## src/rtl/gb_scatter_gather_ctrl.sv

```systemverilog
`default_nettype none
//==============================================================================
// Module      : gb_scatter_gather_ctrl
// Description : Global-buffer scatter/gather controller for the PE array.
//               Scatters filter (broadcast or per-lane) and IFMap (per-lane)
//               words into lane FIFOs under backpressure, pulses the PE start,
//               then gathers the last lane's psum stream back into the global
//               buffer. Only addresses and enables are produced here.
// Revision    : 1.0 - initial release
//==============================================================================
module gb_scatter_gather_ctrl #(
   parameter int N          = 4,
   parameter int N_WIDTH    = 2,
   parameter int ADDR_WIDTH = 10,
   parameter int LEN_WIDTH  = 8
) (
   input  logic                  clk,
   input  logic                  rst_n,
   input  logic                  i_start,
   input  logic                  i_filter_unicast,
   input  logic [ADDR_WIDTH-1:0] i_filter_base,
   input  logic [LEN_WIDTH-1:0]  i_filter_len,
   input  logic [ADDR_WIDTH-1:0] i_ifmap_base,
   input  logic [LEN_WIDTH-1:0]  i_ifmap_len,
   input  logic [ADDR_WIDTH-1:0] i_psum_base,
   input  logic [LEN_WIDTH-1:0]  i_psum_len,
   input  logic [N-1:0]          i_lane_ready_filter,
   input  logic [N-1:0]          i_lane_ready_ifmap,
   input  logic                  i_psum_valid,
   output logic [ADDR_WIDTH-1:0] o_gb_raddr,
   output logic [ADDR_WIDTH-1:0] o_gb_waddr,
   output logic                  o_gb_wen,
   output logic [N-1:0]          o_wen_filter,
   output logic [N-1:0]          o_wen_ifmap,
   output logic                  o_psum_ren,
   output logic                  o_start_pe,
   output logic                  o_busy,
   output logic                  o_done
);

   // Products lane*len are formed wide enough never to overflow before the
   // final modulo-2^ADDR_WIDTH truncation of the address sum.
   localparam int                 c_PW        = ADDR_WIDTH + LEN_WIDTH;
   localparam logic [N_WIDTH-1:0] c_LAST_LANE = N_WIDTH'(N - 1);
   localparam logic [N-1:0]       c_ALL_LANES = {N{1'b1}};

   typedef enum logic [2:0] {
      S_IDLE   = 3'd0,
      S_FIL_RD = 3'd1,
      S_FIL_WR = 3'd2,
      S_IFM_RD = 3'd3,
      S_IFM_WR = 3'd4,
      S_PE_GO  = 3'd5,
      S_GATHER = 3'd6,
      S_DONE   = 3'd7
   } state_t;

   state_t                r_state;
   logic [N_WIDTH-1:0]    r_lane;
   logic [LEN_WIDTH-1:0]  r_word;
   logic [LEN_WIDTH-1:0]  r_pcount;

   // Job parameters captured at start-accept
   logic                  r_fil_uni;
   logic [ADDR_WIDTH-1:0] r_fil_base;
   logic [LEN_WIDTH-1:0]  r_fil_len;
   logic [ADDR_WIDTH-1:0] r_ifm_base;
   logic [LEN_WIDTH-1:0]  r_ifm_len;
   logic [ADDR_WIDTH-1:0] r_psum_base;
   logic [LEN_WIDTH-1:0]  r_psum_len;

   // Registered FSM outputs
   logic [N-1:0]          r_wen_filter;
   logic [N-1:0]          r_wen_ifmap;
   logic                  r_start_pe;
   logic                  r_busy;
   logic                  r_done;

   logic [c_PW-1:0]       w_fil_prod;
   logic [c_PW-1:0]       w_ifm_prod;
   logic [c_PW-1:0]       w_fil_sum;
   logic [c_PW-1:0]       w_ifm_sum;
   logic [ADDR_WIDTH-1:0] w_psum_addr;
   logic [N-1:0]          w_lane_hot;
   logic                  w_fil_ready;
   logic                  w_ifm_ready;
   logic                  w_fil_word_last;
   logic                  w_ifm_word_last;
   logic                  w_pcount_last;
   logic                  w_in_fil;
   logic                  w_in_ifm;
   logic                  w_in_gather;
   logic                  w_unused_hi;

   // Address arithmetic, target-ready selection and end-of-run detection
   always_comb begin
      w_fil_prod      = r_fil_uni ? (c_PW'(r_lane) * c_PW'(r_fil_len)) : '0;
      w_ifm_prod      = c_PW'(r_lane) * c_PW'(r_ifm_len);
      w_fil_sum       = c_PW'(r_fil_base) + w_fil_prod + c_PW'(r_word);
      w_ifm_sum       = c_PW'(r_ifm_base) + w_ifm_prod + c_PW'(r_word);
      w_psum_addr     = r_psum_base + ADDR_WIDTH'(r_pcount);
      w_lane_hot      = N'(1) << r_lane;
      w_fil_ready     = r_fil_uni ? i_lane_ready_filter[r_lane] : (&i_lane_ready_filter);
      w_ifm_ready     = i_lane_ready_ifmap[r_lane];
      w_fil_word_last = ((r_word + LEN_WIDTH'(1)) == r_fil_len);
      w_ifm_word_last = ((r_word + LEN_WIDTH'(1)) == r_ifm_len);
      w_pcount_last   = ((r_pcount + LEN_WIDTH'(1)) == r_psum_len);
      w_in_fil        = (r_state == S_FIL_RD) || (r_state == S_FIL_WR);
      w_in_ifm        = (r_state == S_IFM_RD) || (r_state == S_IFM_WR);
      w_in_gather     = (r_state == S_GATHER);
      // Bits above ADDR_WIDTH are discarded by design (address wrap-around)
      w_unused_hi     = ^{w_fil_sum[c_PW-1:ADDR_WIDTH], w_ifm_sum[c_PW-1:ADDR_WIDTH]};
   end

   // Read address is held through the *_WR cycle so the 1-cycle GB read lines
   // up with the FIFO write; gather pops and writes back in the same cycle.
   always_comb begin
      o_gb_raddr = '0;
      if (w_in_fil) begin
         o_gb_raddr = w_fil_sum[ADDR_WIDTH-1:0];
      end else if (w_in_ifm) begin
         o_gb_raddr = w_ifm_sum[ADDR_WIDTH-1:0];
      end
      o_gb_waddr   = w_in_gather ? w_psum_addr : '0;
      o_gb_wen     = w_in_gather & i_psum_valid;
      o_psum_ren   = w_in_gather & i_psum_valid;
      o_wen_filter = r_wen_filter;
      o_wen_ifmap  = r_wen_ifmap;
      o_start_pe   = r_start_pe;
      o_busy       = r_busy;
      o_done       = r_done;
   end

   // Control FSM: sequencing, counters, parameter capture and pulse outputs
   always_ff @(posedge clk or negedge rst_n) begin
      if (!rst_n) begin
         r_state      <= S_IDLE;
         r_lane       <= '0;
         r_word       <= '0;
         r_pcount     <= '0;
         r_fil_uni    <= 1'b0;
         r_fil_base   <= '0;
         r_fil_len    <= '0;
         r_ifm_base   <= '0;
         r_ifm_len    <= '0;
         r_psum_base  <= '0;
         r_psum_len   <= '0;
         r_wen_filter <= '0;
         r_wen_ifmap  <= '0;
         r_start_pe   <= 1'b0;
         r_busy       <= 1'b0;
         r_done       <= 1'b0;
      end else begin
         // Pulse outputs default low; each lasts exactly one state cycle
         r_wen_filter <= '0;
         r_wen_ifmap  <= '0;
         r_start_pe   <= 1'b0;
         r_done       <= 1'b0;
         case (r_state)
            S_IDLE: begin
               if (i_start) begin
                  r_fil_uni   <= i_filter_unicast;
                  r_fil_base  <= i_filter_base;
                  r_fil_len   <= i_filter_len;
                  r_ifm_base  <= i_ifmap_base;
                  r_ifm_len   <= i_ifmap_len;
                  r_psum_base <= i_psum_base;
                  r_psum_len  <= i_psum_len;
                  r_lane      <= '0;
                  r_word      <= '0;
                  r_pcount    <= '0;
                  r_busy      <= 1'b1;
                  if (i_filter_len != '0) begin
                     r_state <= S_FIL_RD;
                  end else if (i_ifmap_len != '0) begin
                     r_state <= S_IFM_RD;
                  end else begin
                     r_state    <= S_PE_GO;
                     r_start_pe <= 1'b1;
                  end
               end
            end
            S_FIL_RD: begin
               if (w_fil_ready) begin
                  r_state      <= S_FIL_WR;
                  r_wen_filter <= r_fil_uni ? w_lane_hot : c_ALL_LANES;
               end
            end
            S_FIL_WR: begin
               if (w_fil_word_last) begin
                  r_word <= '0;
                  if (r_fil_uni && (r_lane < c_LAST_LANE)) begin
                     r_lane  <= r_lane + N_WIDTH'(1);
                     r_state <= S_FIL_RD;
                  end else begin
                     r_lane <= '0;
                     if (r_ifm_len != '0) begin
                        r_state <= S_IFM_RD;
                     end else begin
                        r_state    <= S_PE_GO;
                        r_start_pe <= 1'b1;
                     end
                  end
               end else begin
                  r_word  <= r_word + LEN_WIDTH'(1);
                  r_state <= S_FIL_RD;
               end
            end
            S_IFM_RD: begin
               if (w_ifm_ready) begin
                  r_state     <= S_IFM_WR;
                  r_wen_ifmap <= w_lane_hot;
               end
            end
            S_IFM_WR: begin
               if (w_ifm_word_last) begin
                  r_word <= '0;
                  if (r_lane < c_LAST_LANE) begin
                     r_lane  <= r_lane + N_WIDTH'(1);
                     r_state <= S_IFM_RD;
                  end else begin
                     r_lane     <= '0;
                     r_state    <= S_PE_GO;
                     r_start_pe <= 1'b1;
                  end
               end else begin
                  r_word  <= r_word + LEN_WIDTH'(1);
                  r_state <= S_IFM_RD;
               end
            end
            S_PE_GO: begin
               if (r_psum_len == '0) begin
                  r_state <= S_DONE;
                  r_done  <= 1'b1;
               end else begin
                  r_state <= S_GATHER;
               end
            end
            S_GATHER: begin
               if (i_psum_valid) begin
                  r_pcount <= r_pcount + LEN_WIDTH'(1);
                  if (w_pcount_last) begin
                     r_state <= S_DONE;
                     r_done  <= 1'b1;
                  end
               end
            end
            S_DONE: begin
               r_state <= S_IDLE;
               r_busy  <= 1'b0;
            end
            default: begin
               r_state <= S_IDLE;
               r_busy  <= 1'b0;
            end
         endcase
      end
   end

endmodule
`default_nettype wire

```

## config.mk

```make
export PLATFORM = sky130hd
export DESIGN_NAME = gb_scatter_gather_ctrl
export DESIGN_NICKNAME = d
export VERILOG_FILES = /design/src/rtl/gb_scatter_gather_ctrl.sv
export SDC_FILE = /design/constraint.sdc
export NUM_CORES = 1
export LEC_CHECK = 0
export BUFFER_PORTS_ARGS = -buffer_cell sky130_fd_sc_hd__clkbuf_2
export CAP_MARGIN = 40
export CORE_ASPECT_RATIO = 0.9
export CORE_MARGIN = 5
export CORE_UTILIZATION = 43
export CTS_CLUSTER_DIAMETER = 80
export CTS_CLUSTER_SIZE = 14
export DETAILED_ROUTE_END_ITERATION = 6
export PLACE_DENSITY = 0.71
export SLEW_MARGIN = 0
export SYNTH_ARGS = -nofsm -noshare
export SYNTH_HDL_FRONTEND = slang
export SYNTH_SLANG_ARGS = --single-unit
export TNS_END_PERCENT = 30
```

## constraint.sdc

```tcl
create_clock -name clk -period 3.75 [get_ports clk]
set_input_delay 0 -clock clk [delete_from_list [all_inputs] [get_ports clk]]
set_output_delay 0 -clock clk [all_outputs]
set_load 0.01 [all_outputs]
```

==> impl_metrics.json, run 1 <==
{
  "status": "complete, but fails checks",
  "violations": "setup timing",
  "fmax_mhz": 252.9,
  "period_share_pct": 105.4,
  "design.die.area_mm2": 0.01844,
  "fin_util_pct": 55.32,
  "cp.arrival_ns": 3.95,
  "fp.dieH_um": 129.3,
  "route.met3.wl_um": 858,
  "crit_start": "r_lane[1]",
  "overflow": 0,
  "yosysSeqAreaShare_pct": 32.01,
  "crit_path_end": "o_gb_raddr[9]",
  "startpoint_type": "flop",
  "ant_nets": 0,
  "synth_cells": 747,
  "setup_viol": 4,
  "preCtsSetupSlack_ns": 0.005637,
  "grt_max_degree": 59,
  "leakage_nw": 4.024,
  "placed_cells_incl_taps": 1041,
  "hpwlAfterDp_um": 13140,
  "drt_pass1_iterations": 5,
  "die_w_um": 142.6,
  "synth-seq-cells": 87,
  "avgSynthCellArea_um2": 9.105,
  "post-route-drc-count": 0,
  "clkLatencyLatePin_ns": 0.35,
  "synth_area_mm2": 0.006802,
  "slew_viol_final": 0,
  "rsz0062_at_grt": "true",
  "drtIter0Drc": 375,
  "grt_pass1_wl_um": 28670,
  "skew_ns": 0.01328,
  "hp-class": "in2reg",
  "critPathMaxFanout": 4,
  "antenna_found_initial": 0,
  "num_rows": 43,
  "post_route_cells_drive_above_1_share_pct": 23.85,
  "rr_startpoint": "r_word[0]",
  "port_buffers": 99,
  "final_cell_count_no_fill": 1116,
  "final_hold_viol_count": 0,
  "multiInputGateArea_mm2": 0.004314,
  "gp_congestion": 0.8796,
  "wl_met2_um": 8115,
  "post-route-min-period_ns": 3.954,
  "track_usage_pct": 19.52,
  "synthToLayoutAreaGrowth_pct": 26.03,
  "cts.path.max_buffers": 2,
  "cts.sinks": 87,
  "maxCapViolations": 0,
  "async_flop_share_pct": 100.0,
  "relSlewSlack_pct": 39.88,
  "fillers": 1384,
  "ys_warn_count": 0,
  "tightest_slew_ns": 0.9019,
  "worstSetupPathType": "reg2out",
  "end_kind": "output port",
  "worst_ir_drop_vdd_mv": 0.3474,
  "htreeDepth": 3,
  "io_pins": 100,
  "core_mm2": 0.01549,
  "cts_tree": "built",
  "reg2reg_to": "r_lane[0]",
  "num_antenna_cells": 0,
  "drt-met1-wl_um": 8435,
  "r2r_slack_ns": 0.60,
  "dr.max_layer_used": "met4",
  "layout_setup_ws_ns": -0.2041,
  "ff_latch_area_mm2": 0.002177,
  "numCtsBuffers": 9,
  "finalInstanceArea_mm2": 0.008572,
  "synth_edf_count": 0,
  "critPathRequiredTime_ns": 3.75,
  "start_util_pct": 43.90,
  "grt_pass1_vias": 5677,
  "detailroute.via_count": 5797,
  "fin_nets": 1045,
  "path_clk_slew_ns": 0.06,
  "worst_r2r_path_depth": 7,
  "syn-num-nets": 882,
  "place_area_mm2": 0.007649,
  "cts_root_buffer": "clkbuf_16",
  "wl_per_cell_um": 15.72,
  "routed_via_density": 5.194,
  "yosysUniqueCellTypes": 61,
  "synth_top_flop_cell": "dfrtp_1",
  "total_power_mw": 5.868,
  "power_density_mw_per_mm2": 684.5,
  "wirelength_um": 17540
}
==> power breakdown <==
group	internal, mW	switching (mW)	total (mW)	leakage (nW)
clock network	0.463	0.369	0.832	0.125
logic	1.58	1.72	3.30	2.81
registers	1.30	0.430	1.73	1.09
total	3.35	2.52	5.87	4.02
==> timing repair <==
action,CTS,global route
hold endpoints to repair,112,0
endpoints found under the setup margin,3,5
setup buffers,3,1
pin swaps,7,6
gates resized for setup,9,15
hold buffers,56,0
==> layout make-up <==
cell class / count / area share [%]
Timing Repair Buffer: 187 / 15.24
Clock inverter: 3 / 0.2335
Sequential cell: 87 / 25.40
Tap cell: 202 / 2.948
Multi-Input combinational cell: 557 / 50.33
Inverter: 68 / 2.978
Clock buffer: 12 / 2.875
==> metrics by stage <==
| stage | TNS, ns | hold slack, ns |
|---|---|---|
| final | -0.3903 | 0.1368 |
| after global routing | -1.234 | 0.1818 |
| after CTS | -0.5716 | 0.1195 |
| after detailed placement | 0 | 0.1293 |
| after global placement | 0 | 0.1265 |
| after floorplan | -0.05594 | -0.2956 |
==> layer usage <==
metal | vias to the layer above | GRT usage [%]
met5 | - | 0
met4 | 0 | 4.807
met3 | 9 | 3.358
met2 | 145 | 30.83
met1 | 2761 | 28.08
li1 | 2882 | -
==> critical path, cell delays in order, from the launching register on <==
cell	delay, ns
dfrtp_1	0.41
and2_4	0.16
ha_4	0.16
fa_2	0.33
a21o_1	0.17
a21oi_2	0.15
o21bai_1	0.11
and2_4	0.16
nor2_4	0.07
xnor2_1	0.07
and2_4	0.16
fa_1	0.54
ha_4	0.21
or2_4	0.23
a21oi_2	0.11
a21oi_1	0.06
xor2_1	0.15
a211o_1	0.25
clkbuf_2	0.12
==> how the worst min path moves through the flow <==
stage                 start            end  slack (ns)  cells after the start
detailed placement    rst_n  r_ifm_base[5]        0.13                      1
finish              i_start         o_busy        0.14                      5
global placement      rst_n  r_ifm_base[3]        0.13                      1
floorplan             rst_n         o_busy       -0.30                      0
CTS                 i_start         o_busy        0.12                      5
global route        i_start         o_busy        0.18                      5
==> placed cells by master (no fill, tap or decap), types with 7 or more instances in the layout <==
cell type and n:
and2_1 39, buf_4 31, o21ai_0 41, dlygate4sd3_1 56, inv_1 67, mux2_2 45, nand2b_1 11, o22ai_1 11
dfrtp_1 87, nor2_1 48, a21o_1 10, xor2_1 18, fa_1 25, nor3_1 7, o21ai_1 12, clkbuf_16 9
ha_1 39, nand3_1 15, clkbuf_2 96, o31ai_1 7, a21oi_1 26, xnor2_1 29, nor4_1 7, nand2_1 62
==> flip-flops by register name (all words and copies together) (netlist names), 8 cells and up <==
register	flops
r_fil_base	10
r_ifm_base	10
r_psum_base	10
r_fil_len	8
r_ifm_len	8
r_pcount	8
r_psum_len	8
r_word	8
==> cell usage after synthesis, types with 2 or more instances <==
| master | n | share of area, % |
|---|---|---|
| dfrtp_1 | 87 | 32 |
| inv_1 | 68 | 3.8 |
| nand2_1 | 62 | 3.4 |
| nor2_1 | 49 | 2.7 |
| o21ai_0 | 46 | 3.4 |
| mux2_2 | 45 | 7.5 |
| and2_1 | 44 | 4.0 |
| ha_1 | 42 | 7.7 |
| a21oi_1 | 32 | 2.4 |
| xnor2_1 | 30 | 3.9 |
| fa_1 | 26 | 7.7 |
| clkbuf_1 | 23 | 1.3 |
| xor2_1 | 18 | 2.3 |
| nand3_1 | 15 | 1.1 |
| nand2b_1 | 11 | 1.0 |
| o22ai_1 | 11 | 1.0 |
| a21o_1 | 10 | 1.1 |
| nor3_1 | 8 | 0.59 |
| buf_2 | 7 | 0.52 |
| nor4_1 | 7 | 0.64 |
| o21ai_1 | 7 | 0.52 |
| o31ai_1 | 7 | 0.77 |
| a31oi_1 | 6 | 0.55 |
| and3_1 | 6 | 0.55 |
| nand4_1 | 6 | 0.55 |
| nor2b_1 | 6 | 0.55 |
| o21bai_1 | 5 | 0.55 |
| or3_1 | 5 | 0.46 |
| a22oi_1 | 4 | 0.44 |
| mux2i_1 | 4 | 0.59 |
| o211ai_1 | 4 | 0.44 |
| or4_1 | 4 | 0.44 |
| buf_4 | 3 | 0.33 |
| o21a_1 | 3 | 0.33 |
| a211o_1 | 2 | 0.26 |
| a211oi_1 | 2 | 0.22 |
| a21boi_0 | 2 | 0.22 |
| a22o_1 | 2 | 0.26 |
| a2bb2oi_1 | 2 | 0.26 |
| mux4_2 | 2 | 0.66 |
| nor3b_1 | 2 | 0.22 |
| nor4b_1 | 2 | 0.26 |
| or2_2 | 2 | 0.18 |
==> cell families after synthesis <==
kind of cell | share of synthesized area [%]
xor gates and xnor gates | 6.181
AOI/OAI and AO/OA | 13.98
adders and majority gates | 15.38
muxes | 8.701
and+or+nand+nor | 17.66
DFF | 32.01
buffers and inverters | 6.089
No activity file was read; power rests on OpenSTA's default activity.
==> run 2, diff against run 1 <==
--- a/config.mk
+++ b/config.mk
@@ -13,7 +13,7 @@
 export CTS_CLUSTER_DIAMETER = 80
 export CTS_CLUSTER_SIZE = 14
 export DETAILED_ROUTE_END_ITERATION = 6
-export PLACE_DENSITY = 0.71
+export PLACE_DENSITY = 0.69
 export SLEW_MARGIN = 0
 export SYNTH_ARGS = -nofsm -noshare
 export SYNTH_HDL_FRONTEND = slang
==> constraint.sdc (replaced) <==
create_clock -name clk -period 3.9 [get_ports clk]
set_input_delay 0 -clock clk [delete_from_list [all_inputs] [get_ports clk]]
set_output_delay 0 -clock clk [all_outputs]
set_load 0.01 [all_outputs]
==> run 2 against run 1 <==
Net effect: the run still ends with setup timing left; final cell count decreased by 0.72%; design area down 0.79%; sequential power down 2%; register-to-register slack better by 0.16 ns; via count increased by 0.91%; largest power group unchanged; sequential cell count stayed put; combinational power fell by 7.6%; critical endpoint unchanged; die area unchanged; total power is 4.8% lower; wire length down 1.7%; global-route usage is 0.40 points lower.
==> impl_metrics.json, run 2 (synthesis gave the netlist of run 1 again) <==
{
  "pwr-share-clk_pct": 15.1,
  "p_switching_mw": 2.401,
  "placed_cells_incl_taps": 1030,
  "wirelength_um": 17250,
  "critPathMaxFanout": 4,
  "drt-met1-wl_um": 8445,
  "power_frac_seq_pct": 30.3,
  "track_usage_pct": 19.12,
  "cts.sinks": 87,
  "worstSetupPathType": "reg2out",
  "wl_met2_um": 7742,
  "place_area_mm2": 0.007551,
  "route.met3.wl_um": 793,
  "status": "complete, but fails checks",
  "cts.path.max_buffers": 2,
  "startpoint_type": "flop",
  "io_pins": 100,
  "setup_viol": 2,
  "final_cell_mix": "clkbuf_2, dfrtp_1, inv_1",
  "synthToLayoutAreaGrowth_pct": 25.04,
  "period_share_pct": 106.2,
  "htreeDepth": 3,
  "start_util_pct": 43.90,
  "num_antenna_cells": 0,
  "relSlewSlack_pct": 41.08,
  "antenna_found_initial": 0,
  "rsz0062_at_grt": "true",
  "cts_tree": "built",
  "critPathRequiredTime_ns": 3.90,
  "final_cell_count_no_fill": 1108,
  "die_w_um": 142.6,
  "grt_pass1_wl_um": 28190,
  "design.die.area_mm2": 0.01844,
  "port_buffers": 99,
  "slew_viol_final": 0,
  "final_common_cell": "clkbuf_2",
  "detailroute.via_count": 5850,
  "cts_root_buffer": "clkbuf_16",
  "drtIter0Drc": 354,
  "fp.dieH_um": 129.3,
  "num_rows": 43,
  "gp_congestion": 0.8818,
  "p_int_mw": 3.185,
  "maxCapViolations": 0,
  "power_density_mw_per_mm2": 656.8,
  "finalInstanceArea_mm2": 0.008504,
  "cp.arrival_ns": 4.14,
  "tightest_slew_ns": 0.8838,
  "routed_via_density": 5.280,
  "leakage_nw": 3.972,
  "fin_nets": 1036,
  "final_hold_viol_count": 0,
  "post-route-min-period_ns": 4.142,
  "fmax_mhz": 241.4,
  "worst_ir_drop_vdd_mv": 0.3005,
  "path_clk_slew_ns": 0.07,
  "hp-class": "in2reg",
  "end_kind": "output port",
  "post_route_cells_drive_above_1_share_pct": 22.85,
  "top_regs": "r_fil_base x10, r_ifm_base x10, r_psum_base x10",
  "numCtsBuffers": 9,
  "grt_pass1_vias": 5510,
  "total_power_mw": 5.586,
  "hold_slack_ns": 0.1464,
  "layout_setup_ws_ns": -0.2424,
  "grt_max_degree": 57,
  "ant_nets": 0,
  "dr.max_layer_used": "met4",
  "skew_ns": 0.007897,
  "post-route-drc-count": 0,
  "p_comb_share_pct": 54.7,
  "wl_per_cell_um": 15.56,
  "switching_share_pct": 42.98,
  "violations": "setup timing",
  "overflow": 0,
  "drt_pass1_iterations": 5,
  "clkLatencyLatePin_ns": 0.35,
  "core_mm2": 0.01549,
  "hpwlAfterDp_um": 13020
}
run 2: cell count changes in the layout (fill, tap and decap cells not counted), moves of 3 or more:
cell | previous run | this run
buf_4 | 31 | 22
a21oi_1 | 26 | 29
clkinvlp_4 | 2 | 5
a21oi_2 | 6 | 3
run 2: path summary, 6_finish.rpt:
path,depth (start not counted),endpoint,start,slack (ns)
setup / recovery,18,o_gb_raddr[9],r_lane[1],-0.24
hold / removal,5,o_busy,i_start,0.15
setup reg to reg,7,r_lane[0],r_word[0],0.76
hold reg to reg,1,r_psum_base[5],r_psum_base[5],0.51
max in group asynchronous,3,o_wen_filter[3],rst_n,2.72
min in group asynchronous,2,r_ifm_base[3],rst_n,0.26
run 2: final cells by class:
type	instances	area, µm²
Tap cell	202	252.7
Clock buffer	12	256.5
Multi-Input combinational cell	557	4290
Sequential cell	87	2177
Clock inverter	4	30.03
Inverter	68	259.0
Fill cell	1433	6990
Timing Repair Buffer	178	1239
run 2: repair_timing:
item                                   CTS  global route
buffers inserted                         4             2
gates resized for setup                  5            13
hold buffers                            56             0
pin swaps                                7             4
endpoints found under the hold margin  110             0
setup endpoints to repair                3             5
run 2: routing by layer:
metal | up-vias | GRT usage (%)
met2 | 154 | 29.17
met3 | 20 | 3.026
li1 | 2866 | -
met1 | 2810 | 28.39
met5 | - | 0
met4 | 0 | 5.031
run 2: per-stage QoR:
step                      worst slack (ns)  setup TNS, ns  util (%)
final                              -0.2424        -0.2904     54.89
after global routing               -0.3877        -0.7752     54.89
after CTS                          -0.2916        -0.3627     54.51
after detailed placement           0.02277              0     48.73
after global placement             0.06394              0     48.73
after floorplan                   0.002154              0         -
run 2: power groups by stage:
stage	clock network [mW]	registers, mW	logic (mW)
floorplan	0	1.52	2.27
global placement	0	1.69	2.92
detailed placement	0	1.70	2.95
CTS	0.868	1.68	3.04
global route	0.896	1.75	3.46
finish	0.842	1.69	3.05
run 2: critical path: stages (launching register included):
cell and delay (ns):
dfrtp_1 0.42, and2_4 0.16, ha_4 0.16, fa_2 0.34, a21o_1 0.19, a21oi_2 0.16, o21bai_1 0.09, and2_4 0.16
nor2_4 0.10, xnor2_1 0.06, and2_1 0.17, fa_1 0.54, ha_4 0.22, or2_2 0.30, a21oi_2 0.11, a21oi_1 0.05
xor2_1 0.17, a211o_1 0.26, clkbuf_2 0.12
==> run 3, diff against run 2 <==
==> constraint.sdc (replaced) <==
create_clock -name clk -period 4.6 [get_ports clk]
set_input_delay 0 -clock clk [delete_from_list [all_inputs] [get_ports clk]]
set_output_delay 0 -clock clk [all_outputs]
set_load 0.01 [all_outputs]
==> run 3 against run 2 <==
Net effect: the run now ends clean; register-to-register slack gained 0.53 ns; critical path depth grew 1; design area shrank 1.3%; critical endpoint unchanged.
==> impl_metrics.json, run 3 (synthesis gave the netlist of run 1 again) <==
{
  "status": "finished clean",
  "rsz0062_at_grt": "false",
  "num_antenna_cells": 0,
  "skew_ns": 0.009149,
  "power_frac_seq_pct": 30.7,
  "post-route-min-period_ns": 4.384,
  "top_regs": "r_fil_base x10, r_ifm_base x10, r_psum_base x10",
  "relSlewSlack_pct": 40.75,
  "fillers": 1431,
  "io_pins": 100,
  "hp-class": "in2reg",
  "final_hold_viol_count": 0,
  "cts_root_buffer": "clkbuf_16",
  "synthToLayoutAreaGrowth_pct": 23.38,
  "drtIter0Drc": 388,
  "post_route_cells_drive_above_1_share_pct": 20.67,
  "port_buffers": 99,
  "fmax_mhz": 228.1,
  "tightest_slew_ns": 0.8888,
  "routed_via_density": 5.327,
  "grt_pass1_wl_um": 27830,
  "end_kind": "output port",
  "start_util_pct": 43.90,
  "grt_pass1_vias": 5589,
  "overflow": 0,
  "leakage_nw": 3.933,
  "num_rows": 43,
  "die_w_um": 142.6,
  "tns_ns": 0,
  "cts_tree": "built",
  "gp_congestion": 0.8664,
  "design.die.area_mm2": 0.01844,
  "worst_ir_drop_vdd_mv": 0.2274,
  "wirelength_um": 16880,
  "pwr-share-clk_pct": 16.6,
  "total_power_mw": 4.736,
  "numCtsBuffers": 9,
  "grt_max_degree": 60,
  "hpwlAfterDp_um": 12670,
  "final_common_cell": "clkbuf_2",
  "antenna_found_initial": 0,
  "wl_per_cell_um": 15.38,
  "clkLatencyLatePin_ns": 0.34,
  "period_share_pct": 95.30,
  "drt_pass1_iterations": 5,
  "core_mm2": 0.01549,
  "critPathRequiredTime_ns": 4.60,
  "cts.sinks": 87,
  "cp.arrival_ns": 4.38,
  "path_clk_slew_ns": 0.07,
  "detailroute.via_count": 5844,
  "fin_nets": 1026,
  "setup_viol": 0,
  "final_cell_mix": "clkbuf_2, dfrtp_1, inv_1",
  "multiInputGateArea_mm2": 0.004234,
  "maxCapViolations": 0,
  "fp.dieH_um": 129.3,
  "startpoint_type": "flop",
  "critPathMaxFanout": 11,
  "post-route-drc-count": 0,
  "worstSetupPathType": "reg2out",
  "slew_viol_final": 0,
  "switching_share_pct": 42.02,
  "ff_latch_area_mm2": 0.002180,
  "p_switching_mw": 1.990,
  "ant_nets": 0,
  "power_density_mw_per_mm2": 564.4,
  "p_int_mw": 2.746,
  "p_comb_share_pct": 52.6,
  "track_usage_pct": 18.65,
  "cts.path.max_buffers": 2,
  "htreeDepth": 3
}
[run 3: path summary, 6_finish.rpt]
path,from,end,slack (ns),depth (start not counted)
min in group asynchronous,rst_n,o_wen_filter[3],0.14,2
hold / removal,i_start,o_busy,0.12,5
setup reg to reg,r_word[0],r_lane[1],1.29,9
max in group asynchronous,rst_n,r_ifm_base[6],3.37,3
hold reg to reg,o_busy,o_busy,0.51,2
setup / recovery,r_lane[0],o_gb_raddr[9],0.22,19
[run 3: what timing repair did]
item / CTS / global route
setup endpoints to repair: 1 / 1
hold buffers: 56 / 0
pin swaps: 0 / 2
setup buffers: 2 / 2
resized for setup: 3 / 2
hold endpoints to repair: 83 / 0
[run 3: cell type report]
type / instances / area share [%]
multi-input combinational: 557 / 50.45
sequential: 87 / 25.97
timing repair buffer: 168 / 13.78
tap: 202 / 3.012
inverter: 68 / 3.042
clock inverter: 3 / 0.8051
clock buffer: 12 / 2.937
[run 3: routing by layer]
metal  wire length (µm)  global-route usage, %  share of wire, %
met2               7522                  28.76                45
met3               1083                  3.284               6.4
met4                256                  5.310               1.5
met5                  0                      0                 0
met1               8012                  27.04                47
[run 3: per-stage QoR]
step / worst slack [ns] / instance area, µm² / util [%] / instances / hold WS, ns
after floorplan: 0.4029 / 6802 / - / 747 / -0.2956
after global placement: 0.4091 / 7466 / 48.18 / 1022 / -0.04747
after detailed placement: 0.3310 / 7466 / 48.18 / 1022 / -0.03710
after CTS: 0.02611 / 8362 / 53.96 / 1095 / 0.1155
after global routing: 0.005693 / 8392 / 54.16 / 1097 / 0.1412
final: 0.2163 / 8392 / 54.16 / 1097 / 0.1155
[run 3: power by group through the flow]
stage	Clock (mW)	Sequential [mW]	Combinational, mW
floorplan	0	1.29	1.90
global placement	0	1.47	2.37
detailed placement	0	1.47	2.41
CTS	0.807	1.46	2.48
global route	0.835	1.51	2.80
finish	0.788	1.46	2.49
[run 3: worst max-delay path, cell delays in order, from the launching register on]
cell and delay, ns:
dfrtp_2 0.42, buf_4 0.15, buf_4 0.17, and2_1 0.16, ha_1 0.31, a21o_1 0.18, a21oi_2 0.14, o21bai_1 0.09
and2_1 0.17, nor2_1 0.11, xnor2_1 0.07, and2_1 0.17, fa_1 0.56, ha_4 0.23, or2_2 0.29, a21oi_1 0.15
a21oi_1 0.07, xor2_1 0.17, a211o_1 0.31, clkbuf_2 0.13
